--- src/rtl/cur_mb_ctrl.sv ---
// Current-macroblock controller: sequences the loader and pipeline through a frame in raster
// order. It keeps at most one macroblock buffered ahead of the pipeline.
module cur_mb_ctrl #(
    parameter int MB_W = 8
) (
    input  logic            clk,
    input  logic            rst_n,
    input  logic            sys_start,
    input  logic [MB_W-1:0] sys_x_total,
    input  logic [MB_W-1:0] sys_y_total,
    output logic            load_start,
    input  logic            load_done,
    output logic            mb_switch,
    input  logic            pipe_done,
    output logic [MB_W-1:0] mb_x_load,
    output logic [MB_W-1:0] mb_y_load,
    output logic [MB_W-1:0] mb_x_cur,
    output logic [MB_W-1:0] mb_y_cur,
    output logic            busy,
    output logic            frame_done
);

    typedef enum logic [1:0] {IDLE, WAIT_LOAD, WAIT_PIPE, DRAIN} state_t;

    localparam logic [MB_W-1:0] ONE = {{(MB_W-1){1'b0}}, 1'b1};

    state_t          state_reg, state_next;
    logic [MB_W-1:0] x_total_reg, y_total_reg, x_total_next, y_total_next;
    logic [MB_W-1:0] x_load_next, y_load_next, x_cur_next, y_cur_next;
    logic            pipe_busy_reg, pipe_busy_next;
    logic            load_start_next, mb_switch_next, busy_next, frame_done_next;
    logic            pipe_free, last_mb, do_switch;

    assign pipe_free = ~pipe_busy_reg | pipe_done;
    assign last_mb   = (mb_x_load == x_total_reg) && (mb_y_load == y_total_reg);

    always_comb begin
        state_next      = state_reg;
        x_total_next    = x_total_reg;
        y_total_next    = y_total_reg;
        x_load_next     = mb_x_load;
        y_load_next     = mb_y_load;
        x_cur_next      = mb_x_cur;
        y_cur_next      = mb_y_cur;
        load_start_next = 1'b0;
        mb_switch_next  = 1'b0;
        frame_done_next = 1'b0;
        busy_next       = busy;
        do_switch       = 1'b0;

        case (state_reg)
            IDLE: begin
                if (sys_start) begin
                    x_total_next    = sys_x_total;
                    y_total_next    = sys_y_total;
                    x_load_next     = '0;
                    y_load_next     = '0;
                    load_start_next = 1'b1;
                    busy_next       = 1'b1;
                    state_next      = WAIT_LOAD;
                end
            end
            WAIT_LOAD: begin
                if (load_done) begin
                    if (pipe_free) do_switch = 1'b1;
                    else           state_next = WAIT_PIPE;
                end
            end
            WAIT_PIPE: begin
                if (pipe_free) do_switch = 1'b1;
            end
            DRAIN: begin
                if (pipe_done && pipe_busy_reg) begin
                    frame_done_next = 1'b1;
                    busy_next       = 1'b0;
                    state_next      = IDLE;
                end
            end
            default: state_next = IDLE;
        endcase

        // Hand the buffered MB to the pipeline and, unless it was the last, refill the buffer.
        if (do_switch) begin
            mb_switch_next = 1'b1;
            x_cur_next     = mb_x_load;
            y_cur_next     = mb_y_load;
            if (last_mb) begin
                state_next = DRAIN;
            end else begin
                load_start_next = 1'b1;
                state_next      = WAIT_LOAD;
                if (mb_x_load == x_total_reg) begin
                    x_load_next = '0;
                    y_load_next = mb_y_load + ONE;
                end else begin
                    x_load_next = mb_x_load + ONE;
                end
            end
        end

        // A new MB entering wins over the old one leaving in the same cycle.
        if (do_switch)      pipe_busy_next = 1'b1;
        else if (pipe_done) pipe_busy_next = 1'b0;
        else                pipe_busy_next = pipe_busy_reg;
    end

    always_ff @(posedge clk or negedge rst_n) begin
        if (!rst_n) begin
            state_reg     <= IDLE;
            x_total_reg   <= '0;
            y_total_reg   <= '0;
            mb_x_load     <= '0;
            mb_y_load     <= '0;
            mb_x_cur      <= '0;
            mb_y_cur      <= '0;
            pipe_busy_reg <= 1'b0;
            load_start    <= 1'b0;
            mb_switch     <= 1'b0;
            frame_done    <= 1'b0;
            busy          <= 1'b0;
        end else begin
            state_reg     <= state_next;
            x_total_reg   <= x_total_next;
            y_total_reg   <= y_total_next;
            mb_x_load     <= x_load_next;
            mb_y_load     <= y_load_next;
            mb_x_cur      <= x_cur_next;
            mb_y_cur      <= y_cur_next;
            pipe_busy_reg <= pipe_busy_next;
            load_start    <= load_start_next;
            mb_switch     <= mb_switch_next;
            frame_done    <= frame_done_next;
            busy          <= busy_next;
        end
    end

endmodule

--- config.mk ---
export PLATFORM = sky130hd
export DESIGN_NAME = cur_mb_ctrl
export DESIGN_NICKNAME = d
export VERILOG_FILES = /design/src/rtl/cur_mb_ctrl.sv
export SDC_FILE = /design/constraint.sdc
export NUM_CORES = 1
export LEC_CHECK = 0
export CAP_MARGIN = 5
export CORE_MARGIN = 2
export CORE_UTILIZATION = 27
export CTS_BUF_LIST = sky130_fd_sc_hd__clkbuf_16
export DETAILED_ROUTE_END_ITERATION = 16
export GPL_TIMING_DRIVEN = 0
export SLEW_MARGIN = 20
export SYNTH_ARGS = -nofsm -noshare
export SYNTH_HDL_FRONTEND = slang
export SYNTH_SLANG_ARGS = --single-unit
--- constraint.sdc ---
create_clock -name clk -period 2.46 [get_ports clk]
set_clock_uncertainty 0.2 [all_clocks]
set_input_delay 0.492 -clock clk [delete_from_list [all_inputs] [get_ports clk]]
set_output_delay 0.492 -clock clk [all_outputs]
set_load 0.01 [all_outputs]
==> results of run 1 <==
[where the power goes]
part / leakage, nW / switching, mW / internal (mW) / total, mW
combinational: 0.797 / 0.698 / 0.707 / 1.40
clock: 0.0759 / 0.318 / 0.475 / 0.793
sequential: 0.720 / 0.206 / 1.17 / 1.37
[metal layers]
layer  vias up  part of all wire
met5         -                 0
met3         6             0.053
met4         0            0.0085
met1       954              0.46
met2        47              0.47
li1        990                 -
[what timing repair did]
action,CTS,global route
setup buffers,2,2
endpoints found under the setup margin,10,15
pin swaps,0,1
resized for setup,1,12
cloned,0,0
[critical path, cell delays in order]
cell and delay, ps:
sky130_fd_sc_hd__clkdlybuf4s50_1 520, sky130_fd_sc_hd__nor2b_1 80, sky130_fd_sc_hd__nand3b_1 180, sky130_fd_sc_hd__buf_4 170, sky130_fd_sc_hd__inv_4 90, sky130_fd_sc_hd__o2111ai_4 170
sky130_fd_sc_hd__and2_4 210, sky130_fd_sc_hd__buf_6 120, sky130_fd_sc_hd__a211o_1 290
[cell usage after synthesis, types with 4 or more instances]
cell	n	area, um^2
sky130_fd_sc_hd__a21o_1	4	30.03
sky130_fd_sc_hd__ha_1	6	75.07
sky130_fd_sc_hd__and2_1	5	31.28
sky130_fd_sc_hd__o21ai_0	23	115.1
sky130_fd_sc_hd__xor2_1	8	70.07
sky130_fd_sc_hd__a21oi_1	7	35.03
sky130_fd_sc_hd__nand3_1	6	30.03
sky130_fd_sc_hd__mux2_2	16	180.2
sky130_fd_sc_hd__nor2_1	9	33.78
sky130_fd_sc_hd__clkbuf_1	6	22.52
sky130_fd_sc_hd__inv_1	10	37.54
sky130_fd_sc_hd__and3_1	7	43.79
sky130_fd_sc_hd__nand2b_1	5	31.28
sky130_fd_sc_hd__xnor2_1	9	78.83
sky130_fd_sc_hd__nand2_1	47	176.4
sky130_fd_sc_hd__dfrtp_1	55	1376
[path summary, 6_finish.rpt]
kind	endpoint	slack [ps]	cells after the start
worst min-delay path	mb_x_cur[4]	40	1
min in group clk	mb_y_cur[3]	270	2
worst min register to register	mb_y_cur[3]	270	2
worst max-delay path	mb_y_load[2]	110	9
max in group asynchronous	mb_y_load[3]	1550	1
worst max register to register	mb_y_load[2]	150	9
[metrics by stage]
step	utilization	setup WS [ps]	setup TNS, ps	power [mW]	cell area, um^2
floorplan	-	292.8	0	2.178	2620
global route	0.3838	14.62	0	3.817	3580
global placement	0.3583	-1082	-63980	2.611	3342
detailed placement	0.3580	-390.6	-5473	2.656	3339
CTS	0.3775	15.11	0	3.494	3521
finish	0.3838	109.0	0	3.569	3580
[logic make-up (layout without fill, tap and decap cells)]
group / after synthesis / count (layout) / synth area share
AO/OA/AOI/OAI: 43 / 43 / 0.09934
XOR/XNOR: 17 / 17 / 0.05683
adder cells (fa/ha/maj): 6 / 6 / 0.02865
buffers and inverters: 19 / 86 / 0.03056
flip-flops: 55 / 55 / 0.5253
multiplexers: 18 / 18 / 0.07641
AND/OR/NAND/NOR: 95 / 95 / 0.1829
[cell type report]
| cell class | count | area [um^2] | share of cell area |
|---|---|---|---|
| flip-flops and latches | 55 | 1376 | 0.3845 |
| multi-input cells | 179 | 1206 | 0.3369 |
| repair buffers | 60 | 588.1 | 0.1643 |
| well taps | 129 | 161.4 | 0.04509 |
| clock buffers | 5 | 125.1 | 0.03495 |
| inverters | 11 | 43.79 | 0.01223 |
| plain buffers | 8 | 41.29 | 0.01153 |
| clock inverters | 2 | 37.54 | 0.01049 |
[cell usage in the layout, fill, tap and decap left out, types with 2 or more instances in the layout]
master                             n
sky130_fd_sc_hd__a211o_1           3
sky130_fd_sc_hd__a21o_1            4
sky130_fd_sc_hd__a21oi_1           6
sky130_fd_sc_hd__and2_1            4
sky130_fd_sc_hd__and3_1            7
sky130_fd_sc_hd__buf_4             5
sky130_fd_sc_hd__clkbuf_1          4
sky130_fd_sc_hd__clkbuf_16         5
sky130_fd_sc_hd__clkbuf_2          2
sky130_fd_sc_hd__clkdlybuf4s50_1  55
sky130_fd_sc_hd__dfrtp_1          55
sky130_fd_sc_hd__ha_1              4
sky130_fd_sc_hd__ha_4              2
sky130_fd_sc_hd__inv_1             8
sky130_fd_sc_hd__inv_2             2
sky130_fd_sc_hd__mux2_2           16
sky130_fd_sc_hd__mux2i_1           2
sky130_fd_sc_hd__nand2_1          47
sky130_fd_sc_hd__nand2b_1          5
sky130_fd_sc_hd__nand3_1           6
sky130_fd_sc_hd__nand3b_1          3
sky130_fd_sc_hd__nand4_1           3
sky130_fd_sc_hd__nor2_1            9
sky130_fd_sc_hd__nor2b_1           3
sky130_fd_sc_hd__nor3_1            3
sky130_fd_sc_hd__nor3b_1           2
sky130_fd_sc_hd__nor4_4            2
sky130_fd_sc_hd__o21ai_0          23
sky130_fd_sc_hd__xnor2_1           9
sky130_fd_sc_hd__xor2_1            8
==> results.toml, run 1 <==
[logic_synthesis]
postSynthCellCount = 253
synth_seq_area_share = 0.5253
synth_enable_flop_cells = 0
ys_seq_elements = 55
synth_ff_type = "sky130_fd_sc_hd__dfrtp_1"
yosys_warnings = 0
asyncSetResetFlopFracSynth = 1.000
syn-num-nets = 280
syn_avg_cell_area_um2 = 10.36
synth_cell_type_count = 33
post_synth_instance_area_um2 = 2620

[cts]
clk_pin_slew_worst_paths_ps = 70
cts_buffer_depth = 2
clock_insertion_delay_worst_skew_ps = 290
cts_inserted_buffers = 5
clkSinkCount = 55
cts_tree = "done"
clockRootBuffer = "sky130_fd_sc_hd__clkbuf_16"
cts_htree_levels = 2
cts_hold_repair.buffers = 0

[grt]
antenna_found_initial = 0
global_route.overflow_total = 0
top_usage_layer = "met2"
first_global_vias = 1995
track_usage = 0.1193
maximum_number_of_pins_on_one_net_before_global_route_repair = 56
global_route_met2_utilization = 0.1931
grt_first_pass_wirelength_mm = 9.936
groute.layer.met3.usage = 0.03186
met1_resource_use_gr = 0.1605

[drt]
initialDrtViolationCount = 93
total_via_count_after_detailed_routing = 1997
remaining_drc_errors = 0
viasPerCell = 4.448
wl_mm = 5.974
drt_first_pass_iters = 4
routedWlPerCell_um = 13.31
drt.antenna.violating_nets = 0

[critical_path]
rr_startpoint = "state_reg[0]"
cp-startpoint = "pipe_done"
worstSetupPathType = "in -> reg"
timing.critical_path.to_type = "flop"
setup.worst_path.start_class = "input port"
critical_path_required_ps = 2430
critical_path_peak_fanout = 7
critical_path_arrival_ps = 2320

[die]
die_outline_area_um2 = 10510
height_of_the_chip_um = 102.5
die_w_um = 102.5
floorplan.rows = 35
pin_count = 57
fp.coreArea_um2 = 9328
initial_utilization = 0.2809

[placed_design]
placed_cells = 438
place.port_buffers = 56
dp_hpwl_mm = 4.319
place.gp.congestion = 0.7506

[pwr]
leakage_nw = 1.593
worst_case_vdd_ir_drop_mv = 0.3375
p_per_area_nw_per_um2 = 996.9

[hold_path]
worst_hold_path_type = "in -> async"

[sta]
fmax_ghz = 0.4254
final-hold-violation-count = 0
worst-slew-pin-transition_ps = 699.1
timing.slew.headroom = 0.5339
final_min_period_over_clock_period = 0.9557
layout_min_cycle_time_ps = 2351
unrepaired_setup_endpoints_after_global_routing = "no"
timing.final.max_slew_violations = 0
final.hold.worst_slack_ps = 40.01
report.final.setup_viol = 0

[finish]
n_antenna_cell = 0
final_net_count = 347
final_cells = 449
area_growth_pct = 36.63
layout-drive-gt1-share = 0.1313
fillers = 934

[status]
outcome = "complete, no violations"

[flow_run]
timing.max_cap.violations = 0
(Power assumes the default switching activity.)
==> run 2: changes to the inputs <==
TNS_END_PERCENT = 10   (was default)
==> run 2 against run 1 <==
  * First-iteration DRC count grew 24%
  * Combinational power is essentially flat
  * Flip-flop and latch count is the same
  * Global-route usage shrank 0.072 points
  * Routed wire length grew 0.67%
  * Final cell count grew 0.67%
  * Fmax shrank 2.3%
  * Critical path type is now reg -> reg
==> results.toml, run 2 (synthesis gave the netlist of run 1 again) <==
[status]
outcome = "complete, no violations"

[drt]
drt.antenna.violating_nets = 0
routed.top_layer = "met4"
detailroute.wirelength.met2_mm = 2.872
met3WireLength_um = 297
routedWlPerCell_um = 13.31
initialDrtViolationCount = 115
m1WireLength_mm = 2.792
remaining_drc_errors = 0
total_via_count_after_detailed_routing = 2012
wl_mm = 6.014
drt_first_pass_iters = 6
viasPerCell = 4.451

[critical_path]
critical_path_required_ps = 2430
crit_path_buffers_inverters = 3
cp_cell_sequence = "inv_1 -> ha_2 -> a21o_1 -> nand3b_1 -> inv_2 -> o2111ai_4 -> and2_1 -> buf_6 -> a211o_1"
critical_path_peak_fanout = 6
worstSetupPathType = "reg -> reg"
critical-path-max-stage-delay_ps = 420
critical_path_arrival_ps = 2380
slowest_stage = "sky130_fd_sc_hd__dfrtp_1"
setup.worst_path.start_class = "flop"
timing.critical_path.to_type = "flop"
critPathTopFamily = "compound AO/OA/AOI/OAI gates"

[finish]
mostFrequentLayoutCells = "sky130_fd_sc_hd__dfrtp_1, sky130_fd_sc_hd__clkdlybuf4s50_1, sky130_fd_sc_hd__nand2_1"
final_net_count = 350
fin_area_um2 = 3575
n_antenna_cell = 0
final_cells = 452
area_growth_pct = 36.44
layout-drive-gt1-share = 0.1269

[placed_design]
detailedPlace.worstSlack_ps = -390.6
dp_hpwl_mm = 4.319
place.port_buffers = 56
placed_cells = 438
detailed_place.area_um2 = 3339
place.gp.congestion = 0.7506

[die]
initial_utilization = 0.2809
height_of_the_chip_um = 102.5
floorplan.rows = 35
die_outline_area_um2 = 10510
pin_count = 57
die_w_um = 102.5
fp.coreArea_um2 = 9328

[grt]
first_global_vias = 2010
grt_first_pass_wirelength_mm = 9.867
track_usage = 0.1186
global_route.overflow_total = 0
antenna_found_initial = 0
maximum_number_of_pins_on_one_net_before_global_route_repair = 56

[cts]
clk_pin_slew_worst_paths_ps = 70
cts_tree = "done"
clock_insertion_delay_worst_skew_ps = 290
cts_inserted_buffers = 5
cts_buffer_depth = 2
clkSinkCount = 55
clockRootBuffer = "sky130_fd_sc_hd__clkbuf_16"
cts_htree_levels = 2

[pwr]
worst_case_vdd_ir_drop_mv = 0.3345
p_per_area_nw_per_um2 = 992.0
p_total_mw = 3.546
leakage_nw = 1.606

[hold_path]
worst_hold_path_type = "in -> async"

[sta]
setup_slack_ps = 53.48
report.final.setup_viol = 0
layout_min_cycle_time_ps = 2407
fmax_ghz = 0.4155
worst-slew-pin-transition_ps = 716.4
unrepaired_setup_endpoints_after_global_routing = "yes"
timing.final.max_slew_violations = 0
timing.slew.headroom = 0.5224
final-hold-violation-count = 0
final_min_period_over_clock_period = 0.9783

[flow_run]
timing.max_cap.violations = 0
==> run 2: cell types whose count changed in the layout (fill, tap and decap cells not counted) <==
cell / before / now
sky130_fd_sc_hd__and2_1: 4 / 5
sky130_fd_sc_hd__and2_4: 1 / 0
sky130_fd_sc_hd__buf_4: 5 / 8
sky130_fd_sc_hd__ha_1: 4 / 5
sky130_fd_sc_hd__ha_2: 0 / 1
sky130_fd_sc_hd__ha_4: 2 / 0
sky130_fd_sc_hd__inv_1: 8 / 10
sky130_fd_sc_hd__inv_2: 2 / 1
sky130_fd_sc_hd__inv_4: 1 / 0
==> run 2: per-layer routing <==
metal | GRT usage | vias up
met5 | 0 | -
met4 | 0.02769 | 0
met3 | 0.03186 | 5
met2 | 0.1936 | 43
met1 | 0.1579 | 970
li1 | - | 994
==> run 2: repair_timing <==
action | 4_1_cts | 5_1_grt
hold buffers | 0 | 0
endpoints found under the setup margin | 10 | 18
gates resized for setup | 1 | 6
pin swaps | 0 | 2
buffers inserted | 0 | 7
==> run 2: cell type report <==
type | count | area [um^2]
sequential | 55 | 1376
buffer | 8 | 41.29
clock buffer | 5 | 125.1
clock inverter | 2 | 37.54
inverter | 11 | 41.29
timing repair buffer | 63 | 610.6
tap | 129 | 161.4
multi-input combinational | 179 | 1181
fill | 933 | 5753
==> run 2: path summary, 6_finish.rpt <==
check	to	slack [ps]	cells past startpoint	startpoint
max	mb_y_load[5]	50	9	state_reg[1]
min	mb_x_cur[4]	40	1	rst_n
max reg2reg	mb_y_load[5]	50	9	state_reg[1]
min reg2reg	mb_y_cur[3]	270	2	mb_y_cur[3]
max in group asynchronous	y_total_reg[0]	1520	1	rst_n
min in group clk	mb_y_cur[3]	270	2	mb_y_cur[3]
==> run 2: per-stage QoR <==
stage                     utilization  hold WS (ps)  setup TNS [ps]
final                          0.3832         44.26               0
after detailed placement       0.3580         262.1           -5473
after CTS                      0.3757         79.52          -787.7
after floorplan                     -        -3.591               0
after global routing           0.3832         113.0          -227.0
after global placement         0.3583         261.5          -63980
==> run 2: report_power, final <==
group	internal (mW)	leakage (nW)	switching, mW
combinational	0.700	0.810	0.690
clock	0.475	0.0759	0.317
sequential	1.17	0.720	0.199
total	2.34	1.61	1.21
==> run 2: worst reg2reg max path, cell delays in order (launching register included) <==
cell	delay, ps
sky130_fd_sc_hd__dfrtp_1	420
sky130_fd_sc_hd__inv_1	110
sky130_fd_sc_hd__ha_2	230
sky130_fd_sc_hd__a21o_1	150
sky130_fd_sc_hd__nand3b_1	190
sky130_fd_sc_hd__inv_2	180
sky130_fd_sc_hd__o2111ai_4	180
sky130_fd_sc_hd__and2_1	220
sky130_fd_sc_hd__buf_6	130
sky130_fd_sc_hd__a211o_1	290
==> run 3: changes to the inputs <==
SETUP_SLACK_MARGIN = 0.5   (was default)
SLEW_MARGIN = 0   (was 20)
==> run 3 against run 2 <==
  * Die area unchanged
  * Setup slack improved by 270 ps
  * Clock power down 10%
  * Core utilization increased by 2.2 points
  * Largest power group unchanged
  * Critical path depth down 2
  * First-iteration DRC count is 43% lower
  * Highest routed layer unchanged
  * Clock-buffer cell count did not move
  * Sequential power is essentially flat
==> results.toml, run 3 (synthesis gave the netlist of run 1 again) <==
[flow_run]
timing.max_cap.violations = 0

[pwr]
worst_case_vdd_ir_drop_mv = 0.4702
p_per_area_nw_per_um2 = 978.6
leakage_nw = 1.680

[sta]
final_min_period_over_clock_period = 0.8700
timing.final.max_slew_violations = 0
layout_min_cycle_time_ps = 2140
worst-slew-pin-transition_ps = 684.5
final.hold.worst_slack_ps = 37.37
fmax_ghz = 0.4673
timing.slew.headroom = 0.5437
unrepaired_setup_endpoints_after_global_routing = "yes"
report.final.setup_viol = 0
final-hold-violation-count = 0
timing.setup.tns_ps = 0

[cts]
cts_hold_repair.buffers = 0
cts_tree = "done"
clockRootBuffer = "sky130_fd_sc_hd__clkbuf_16"
clock_insertion_delay_worst_skew_ps = 290
cts_htree_levels = 2
clk_pin_slew_worst_paths_ps = 70
cts_buffer_depth = 2
clkSinkCount = 55
cts_inserted_buffers = 5

[drt]
m1WireLength_mm = 2.861
viasPerCell = 4.466
met3WireLength_um = 333
detailroute.wirelength.met2_mm = 3.040
routed.top_layer = "met4"
remaining_drc_errors = 0
drt.antenna.violating_nets = 0
routedWlPerCell_um = 13.36
drt_first_pass_iters = 4
total_via_count_after_detailed_routing = 2090
initialDrtViolationCount = 65
wl_mm = 6.253

[grt]
track_usage = 0.1219
grt_first_pass_wirelength_mm = 10.09
global_route.overflow_total = 0
antenna_found_initial = 0
maximum_number_of_pins_on_one_net_before_global_route_repair = 29
first_global_vias = 1993

[critical_path]
rr_startpoint = "mb_x_load[1]"
critical_path_required_ps = 2440
critical_path_peak_fanout = 7
critical-path-max-stage-delay_ps = 480
timing.critical_path.to_type = "flop"
worstSetupPathType = "reg -> reg"
slowest_stage = "sky130_fd_sc_hd__dfrtp_2"
cp-startpoint = "mb_x_load[1]"
destination_of_the_worst_register_to_register_timing_path = "mb_y_load[5]"
regToRegSetupSlack_ps = 320
critical_path_arrival_ps = 2120
endpoint_of_the_worst_setup_timing_path = "mb_y_load[5]"
worst-r2r-cell-count = 7
setup.worst_path.start_class = "flop"
cp_cell_sequence = "xor2_1 -> nor4_4 -> buf_4 -> o2111ai_4 -> and2_4 -> buf_6 -> a211o_1"

[die]
floorplan.rows = 35
initial_utilization = 0.2809
fp.coreArea_um2 = 9328
die_outline_area_um2 = 10510
die_w_um = 102.5
height_of_the_chip_um = 102.5
pin_count = 57

[placed_design]
place.port_buffers = 56
detailed_place.area_um2 = 3374
dp_hpwl_mm = 4.286
place.gp.congestion = 0.7071
placed_cells = 439

[finish]
fin_util = 0.4050
most_common_cell_after_layout_fill_and_taps_aside = "sky130_fd_sc_hd__clkdlybuf4s50_1"
n_antenna_cell = 0
mostFrequentLayoutCells = "sky130_fd_sc_hd__clkdlybuf4s50_1, sky130_fd_sc_hd__nand2_1, sky130_fd_sc_hd__dfrtp_1"
fin_area_um2 = 3777
final_net_count = 365
layout-drive-gt1-share = 0.2124
final_cells = 468
area_growth_pct = 44.17

[hold_path]
worst_hold_path_type = "in -> async"

[status]
outcome = "complete, no violations"
## run 3: cell count changes in the layout (fill, tap and decap cells not counted), moves of 3 or more
cell                      change
sky130_fd_sc_hd__dfrtp_2      +8
sky130_fd_sc_hd__ha_4         +3
sky130_fd_sc_hd__buf_4       +12
sky130_fd_sc_hd__dfrtp_1      -8
sky130_fd_sc_hd__o21ai_1      +3
sky130_fd_sc_hd__xor2_1       -3
sky130_fd_sc_hd__o21ai_0      -3
sky130_fd_sc_hd__xor2_2       +3
## run 3: layout make-up
type	count	area [um^2]
fillers	935	5550
inverters	11	51.30
clock inverters	3	20.02
repair buffers	78	734.5
multi-input cells	179	1249
plain buffers	8	50.05
clock buffers	5	125.1
flip-flops and latches	55	1386
well taps	129	161.4
## run 3: report_power, final
| part | leakage (nW) | switching [mW] | internal, mW |
|---|---|---|---|
| registers | 0.708 | 0.214 | 1.17 |
| clock network | 0.0674 | 0.331 | 0.377 |
| logic | 0.904 | 0.776 | 0.828 |
| total | 1.68 | 1.32 | 2.38 |
## run 3: metal layers
layer / track usage / vias to the layer above
met5: 0 / -
met3: 0.03051 / 2
met1: 0.1628 / 1012
met2: 0.2021 / 53
li1: - / 1023
met4: 0.02462 / 0
## run 3: critical path: cells and delay by family, from the launching register on
kind / cells / cell delay (ps)
flops: 1 / 480
compound gates: 2 / 400
xor+xnor: 1 / 190
buf+inv: 2 / 300
simple gates: 2 / 450
## run 3: through the flow
stage	setup slack, ps	total power [mW]
after floorplan	373.7	2.196
after global placement	-1100	2.634
after detailed placement	-392.7	2.675
after CTS	360.0	3.632
after global routing	231.7	3.950
final	319.9	3.697
## run 3: what timing repair did
| item | 4_1_cts | 5_1_grt |
|---|---|---|
| endpoints found under the setup margin | 66 | 61 |
| resized for setup | 26 | 6 |
| setup buffers | 16 | 5 |
| pin swaps | 8 | 5 |
## run 3: worst min path at each step
stage / end / start / slack [ps]
2_1_floorplan: busy / rst_n / -4
3_3_place_gp: mb_y_cur[1] / mb_y_cur[1] / 260
3_5_place_dp: mb_x_cur[1] / mb_x_cur[1] / 260
4_1_cts: mb_x_cur[4] / rst_n / 50
5_1_grt: mb_x_cur[5] / rst_n / 90
6_report: mb_x_cur[4] / rst_n / 40
